### config.mk
export PLATFORM = sky130hd
export DESIGN_NAME = jtag_strap_mux
export DESIGN_NICKNAME = d
export VERILOG_FILES = /design/src/rtl/jtag_strap_mux.sv
export SDC_FILE = /design/constraint.sdc
export NUM_CORES = 1
export LEC_CHECK = 0
export ABC_AREA = 0
export CORE_AREA = 2 2 117 119
export CTS_BUF_LIST = sky130_fd_sc_hd__clkbuf_8
export CTS_CLUSTER_SIZE = 25
export DETAILED_ROUTE_END_ITERATION = 10
export DIE_AREA = 0 0 119 121
export PLACE_DENSITY = 0.57
export REMOVE_ABC_BUFFERS = 1
export SLEW_MARGIN = 20
export SYNTH_ARGS = -nofsm -noshare
export SYNTH_HDL_FRONTEND = slang
export SYNTH_SLANG_ARGS = --single-unit
export TNS_END_PERCENT = 20
### constraint.sdc
create_clock -name clk_i -period 1.2 [get_ports clk_i]
set_input_delay 0.12 -clock clk_i [delete_from_list [all_inputs] [get_ports clk_i]]
set_output_delay 0.12 -clock clk_i [all_outputs]
set_load 0.005 [all_outputs]
### src/rtl/jtag_strap_mux.sv
// Strap-sampled JTAG pad mux: filters a strap field, locks a mode and routes one
// shared JTAG pad group to one of NumTaps TAPs. Optional SRST pad: JTAG_STRAP_MUX_SRST_EN.
module jtag_strap_mux #(
  parameter int NumIOs       = 47,
  parameter int NumTaps      = 3,
  parameter int StrapWidth   = 2,
  parameter int StrapLsbIdx  = 16,
  parameter int FilterCycles = 4,
  parameter logic [NumIOs-1:0] TieOffValues = '0,
  parameter int TckIdx       = 0,
  parameter int TmsIdx       = 1,
  parameter int TdiIdx       = 2,
  parameter int TdoIdx       = 3,
  parameter int TrstIdx      = 4
`ifdef JTAG_STRAP_MUX_SRST_EN
  ,
  parameter int SrstIdx      = 19
`endif
) (
  input  logic                  clk_i,
  input  logic                  rst_i,
  input  logic                  lock_i,
  input  logic                  resample_i,
  output logic [StrapWidth-1:0] mode_o,
  output logic                  mode_valid_o,
  output logic [NumTaps-1:0]    tap_tck_o,
  output logic [NumTaps-1:0]    tap_tms_o,
  output logic [NumTaps-1:0]    tap_tdi_o,
  output logic [NumTaps-1:0]    tap_trst_no,
  input  logic [NumTaps-1:0]    tap_tdo_i,
  input  logic [NumIOs-1:0]     out_core_i,
  input  logic [NumIOs-1:0]     oe_core_i,
  output logic [NumIOs-1:0]     in_core_o,
  output logic [NumIOs-1:0]     out_padring_o,
  output logic [NumIOs-1:0]     oe_padring_o,
  input  logic [NumIOs-1:0]     in_padring_i
`ifdef JTAG_STRAP_MUX_SRST_EN
  ,
  output logic                  jtag_srst_no
`endif
);

  localparam int CntW = (FilterCycles > 1) ? $clog2(FilterCycles) : 1;
  localparam logic [CntW-1:0]       CntMax  = CntW'(FilterCycles - 1);
  localparam logic [StrapWidth-1:0] MaxMode = StrapWidth'(NumTaps);

  // Pads taken away from the core while a TAP is selected (TDO is handled separately).
  localparam logic [NumIOs-1:0] ClaimBase = (NumIOs'(1) << TckIdx) | (NumIOs'(1) << TmsIdx) |
                                            (NumIOs'(1) << TdiIdx) | (NumIOs'(1) << TrstIdx) |
                                            (NumIOs'({StrapWidth{1'b1}}) << StrapLsbIdx);
`ifdef JTAG_STRAP_MUX_SRST_EN
  localparam logic [NumIOs-1:0] ClaimMask = ClaimBase | (NumIOs'(1) << SrstIdx);
`else
  localparam logic [NumIOs-1:0] ClaimMask = ClaimBase;
`endif
  localparam logic [NumIOs-1:0] TdoMask = NumIOs'(1) << TdoIdx;
  localparam logic [NumIOs-1:0] AllMask = ClaimMask | TdoMask;

  typedef enum logic {SAMPLE, LOCKED} state_e;

  state_e                state_q, state_d;
  logic [StrapWidth-1:0] sync1_q, sync1_d, sync2_q, sync2_d;
  logic [1:0]            sync_vld_q, sync_vld_d;
  logic [StrapWidth-1:0] cand_q, cand_d;
  logic                  cand_vld_q, cand_vld_d;
  logic [CntW-1:0]       cnt_q, cnt_d;
  logic [StrapWidth-1:0] mode_q, mode_d;
  logic                  match;
  logic                  jtag_en;
  logic                  tdo_sel;

  always_ff @(posedge clk_i) begin
    if (rst_i) begin
      state_q    <= SAMPLE;
      sync1_q    <= '0;
      sync2_q    <= '0;
      sync_vld_q <= '0;
      cand_q     <= '0;
      cand_vld_q <= 1'b0;
      cnt_q      <= '0;
      mode_q     <= '0;
    end else begin
      state_q    <= state_d;
      sync1_q    <= sync1_d;
      sync2_q    <= sync2_d;
      sync_vld_q <= sync_vld_d;
      cand_q     <= cand_d;
      cand_vld_q <= cand_vld_d;
      cnt_q      <= cnt_d;
      mode_q     <= mode_d;
    end
  end

  // Synchroniser output counts only once both flops hold real pad samples, and the
  // first real sample always reloads the candidate, so lock timing never depends on reset values.
  assign match = cand_vld_q && (sync2_q == cand_q);

  always_comb begin
    sync1_d    = in_padring_i[StrapLsbIdx +: StrapWidth];
    sync2_d    = sync1_q;
    sync_vld_d = {sync_vld_q[0], 1'b1};
    cand_d     = cand_q;
    cand_vld_d = cand_vld_q;
    cnt_d      = cnt_q;
    state_d    = state_q;
    mode_d     = mode_q;

    if (sync_vld_q[1]) begin
      if (!match) begin
        cand_d     = sync2_q;
        cand_vld_d = 1'b1;
        cnt_d      = '0;
      end else if (cnt_q != CntMax) begin
        cnt_d = cnt_q + CntW'(1);
      end
    end

    case (state_q)
      SAMPLE: begin
        if (sync_vld_q[1] && match && (cnt_q == CntMax)) begin
          state_d = LOCKED;
          mode_d  = (cand_q > MaxMode) ? '0 : cand_q;
        end
      end
      LOCKED: begin
        if (resample_i && !lock_i) begin
          state_d = SAMPLE;
          mode_d  = '0;
          cnt_d   = '0;
        end
      end
      default: state_d = SAMPLE;
    endcase
  end

  assign mode_o       = mode_q;
  assign mode_valid_o = (state_q == LOCKED);
  assign jtag_en      = (state_q == LOCKED) && (mode_q != '0);

  always_comb begin
    tap_tck_o   = '0;
    tap_tms_o   = '1;
    tap_tdi_o   = '0;
    tap_trst_no = '0;
    tdo_sel     = 1'b0;
    for (int k = 0; k < NumTaps; k++) begin
      if (jtag_en && (mode_q == StrapWidth'(k + 1))) begin
        tap_tck_o[k]   = in_padring_i[TckIdx];
        tap_tms_o[k]   = in_padring_i[TmsIdx];
        tap_tdi_o[k]   = in_padring_i[TdiIdx];
        tap_trst_no[k] = in_padring_i[TrstIdx];
        tdo_sel        = tap_tdo_i[k];
      end
    end

    out_padring_o = out_core_i;
    oe_padring_o  = oe_core_i;
    in_core_o     = in_padring_i;
    if (jtag_en) begin
      oe_padring_o  = (oe_core_i & ~AllMask) | TdoMask;
      out_padring_o = (out_core_i & ~AllMask) | (tdo_sel ? TdoMask : '0);
      in_core_o     = (in_padring_i & ~AllMask) | (TieOffValues & AllMask);
    end
  end

`ifdef JTAG_STRAP_MUX_SRST_EN
  assign jtag_srst_no = jtag_en ? in_padring_i[SrstIdx] : 1'b1;
`endif

endmodule

==> impl_table.tex <==
\begin{tabular}{lr}
\hline
Metric & Value \\
\hline
\multicolumn{2}{l}{\textbf{Outcome}} \\
\quad Result of the run & complete, but fails checks \\
\quad Violations in the final reports & negative setup slack \\
\multicolumn{2}{l}{\textbf{Floorplan}} \\
\quad Core ar. & 13100 sq um \\
\quad X dimension of the die & 119 um \\
\quad Effective utilization at floorplan & 13.0\% \\
\quad Floorplan die height & 121 um \\
\quad Ports placed on the boundary & 304 \\
\quad Site row count & 42 \\
\quad Area enclosed by the die boundary & 14400 sq um \\
\multicolumn{2}{l}{\textbf{Routing}} \\
\quad Number of design-rule violations left by the first detailed-router iteration & 52 \\
\quad Antenna Violating Nets Remaining & 0 \\
\quad Routed wire length & 9.92 mm \\
\quad Detailed-route vias per instance & 3.29 \\
\quad Final routed wire length divided by cell count & 27.2 um \\
\quad Router iterations before antenna repair & 4 \\
\quad Total via count after detailed routing & 1202 \\
\quad Detailed-route DRC error count & 0 \\
\multicolumn{2}{l}{\textbf{Cells and area}} \\
\quad Non-Filler Cell Area, Final & 1910 sq um \\
\quad Growth of design area from synthesis to finish & 12.4\% \\
\quad Net count of the finished layout & 338 \\
\quad Antenna Cells & 0 \\
\quad Share of final-layout standard cells stronger than drive strength 1 & 48.1\% \\
\multicolumn{2}{l}{\textbf{STA}} \\
\quad Fmax & 686 MHz \\
\quad Worst-Margin Slew & 0.320 ns \\
\quad Setup clock skew after layout & 0.00534 ns \\
\quad Worst Setup Slack, final & -0.258 ns \\
\quad Final-report hold violation count & 0 \\
\quad Unrepaired setup endpoints after global routing & yes \\
\quad Final Max Tran Viols & 0 \\
\quad Worst hold margin & 0.240 ns \\
\quad Setup-failing EPs final & 33 \\
\quad Minimum clock period after layout & 1.46 ns \\
\quad Normalized max-slew margin & 78.5\% \\
\quad Fin crit share & 121\% \\
\multicolumn{2}{l}{\textbf{CTS}} \\
\quad Post-cts hold buffer count & 0 \\
\quad Number of buffers on the longest clock path & 2 \\
\quad Inserted Clock Buffers & 3 \\
\quad Root buffer cell & clkbuf\_8 \\
\quad Clock-pin transition on the worst setup and hold timing paths & 0.06 ns \\
\quad CTS tree & done \\
\quad Total number of clock tree sinks & 14 \\
\quad Deepest level of the CTS H-tree & 1 \\
\quad Clock latency on the worst-skew pair & 0.24 ns \\
\multicolumn{2}{l}{\textbf{Place}} \\
\quad Buffers added on ports & 63 \\
\quad Routability congestion estimate & 0.806 \\
\quad Post-DP HPWL & 8.63 mm \\
\quad Minimum setup slack after placement & -0.394 ns \\
\quad Instance area after placement & 1690 sq um \\
\multicolumn{2}{l}{\textbf{Global routing}} \\
\quad Aggregate global routing overflow & 0 \\
\quad Maximum number of pins on one net before global-route repair & 11 \\
\quad Tot GR Track Use & 12.5\% \\
\quad Antenna violations before repair & 0 \\
\quad Vias in the first global route & 1158 \\
\quad Wire length of the first global-routing pass & 12.1 mm \\
\multicolumn{2}{l}{\textbf{Yosys}} \\
\quad Count of cell types in the netlist & 23 \\
\quad Cell type with the highest aggregate area in the netlist & buf\_4 \\
\quad Count of synthesis-stage warnings from yosys & 0 \\
\quad Largest cells by area after synthesis & buf\_4, dfxtp\_1, and2\_1 \\
\quad Synth Cell Area & 1700 sq um \\
\quad Yosys reg bits & 14 \\
\quad Share of the yosys chip area belonging to registers & 16.5\% \\
\quad Number of enable flip-flop cells after synthesis & 0 \\
\quad Mean Syn Cell Area & 7.66 sq um \\
\quad Fraction of registers with async set or reset after synthesis & 0\% \\
\quad Commonest cells in the synthesized netlist & buf\_4, and2\_1, dfxtp\_1, nor2\_1, nand2\_1 \\
\quad Post-synth top area share & 53.0\% \\
\quad Number of cells produced by synthesis & 222 \\
\quad Most numerous cell in the Yosys netlist & buf\_4 \\
\quad Top flip-flop cell by instance count after synthesis & dfxtp\_1 \\
\multicolumn{2}{l}{\textbf{Worst setup path}} \\
\quad Worst path required time & 1.08 ns \\
\quad Endpoint class of the critical path & output port \\
\quad Critical path peak fanout & 4 \\
\quad Element type at the critical path start & flip-flop \\
\quad Type of the worst setup path & reg2out \\
\quad Arr. time, crit path & 1.34 ns \\
\multicolumn{2}{l}{\textbf{Power}} \\
\quad Clock network power share & 38.7\% \\
\quad Net switching power figure & 0.000244 W \\
\quad Power density over cell area & 613 nW/um\^{}2 \\
\quad Part of the power in combinational logic & 20.3\% \\
\quad Part of the total power dissipated in sequential elements & 41.0\% \\
\quad Internal Dissipation & 0.000929 W \\
\quad Reported leakage power & 0.773 nW \\
\quad Sw Share & 20.8\% \\
\quad Maximum VDD drop & 0.000350 V \\
\multicolumn{2}{l}{\textbf{Worst hold path}} \\
\quad Type of the tightest min-delay check & in2out \\
\multicolumn{2}{l}{\textbf{Job}} \\
\quad Max Cap Violations & 0 \\
\hline
\end{tabular}
-- per-stage QoR --
stage / setup TNS [ns] / instances / utilization (%) / total power, W
5_1_grt: -6.69 / 365 / 14.6 / 0.00123
2_1_floorplan: -0.962 / 95 / - / 0.000557
3_3_place_gp: -7.98 / 345 / 12.9 / 0.000739
6_report: -4.82 / 365 / 14.6 / 0.00117
3_5_place_dp: -8.24 / 345 / 12.9 / 0.000742
4_1_cts: -5.72 / 362 / 14.2 / 0.00118
-- final timing paths --
kind                                      from           endpoint  slack, ns  cells after the start
worst min-delay path            out_core_i[10]  out_padring_o[10]       0.24                      0
worst min register to register      sync1_q[0]         sync2_q[0]       0.43                      1
worst max-delay path                 mode_o[0]       in_core_o[0]      -0.26                      6
worst max register to register    mode_valid_o          mode_o[0]       0.08                      4
-- layout by cell type (no fill, tap or decap), types with 6 or more instances in the layout --
master	count
nor2_1	6
clkdlybuf4s50_1	27
and2_1	11
and2_4	8
buf_4	7
buf_2	22
nor2_2	8
nand2_1	7
dfxtp_1	11
buf_6	27
-- critical path, cell delays in order, from the launching register on --
cell and delay (ns):
dfxtp_4 0.35, o21ai_4 0.21, buf_6 0.14, buf_6 0.10, buf_6 0.09, and2_4 0.13, buf_6 0.08
-- power groups by stage --
stage               clock network [W]  logic [W]  registers [W]
global placement                    0   0.000242       0.000497
CTS                          0.000468   0.000230       0.000483
global route                 0.000493   0.000257       0.000483
detailed placement                  0   0.000244       0.000498
floorplan                           0  0.0000589       0.000498
finish                       0.000454   0.000238       0.000481
-- registers in the layout, summed over array words and instances, names as in the netlist --
signal	flops
mode_o	2
sync2_q	2
cand_vld_q	1
cand_q	2
mode_valid_o	1
cnt_q	2
sync1_q	2
sync_vld_q	2
-- cells by family after synthesis --
family | after synthesis | synth area share (%)
buf+inv | 130 | 56.1
simple gates | 63 | 20.5
flops | 14 | 16.5
compound gates | 8 | 2.94
mux | 5 | 2.94
xor+xnor | 2 | 1.03
-- routing by layer --
metal	global-route usage (%)	share of wire [%]	up-vias
met5	0.735	0	-
met2	20.8	50	164
met3	14.9	25	14
li1	-	-	505
met1	8.71	22	519
met4	3.79	3.1	0
-- area by class of cell --
type	count	area [sq um]
fill	1491	11200
tap	176	220
multi-input combinational	78	548
sequential	14	292
inverter	3	11.3
clock buffer	4	55.1
timing repair buffer	90	786
-- repair_timing --
item / in CTS / in global routing
gates resized for setup: 171 / 26
buffers inserted: 10 / 3
pin swaps: 14 / 6
gates cloned: 3 / 0
endpoints found under the hold margin: 0 / 0
setup endpoints to repair: 36 / 37
Power figures use the tool's default switching activity.
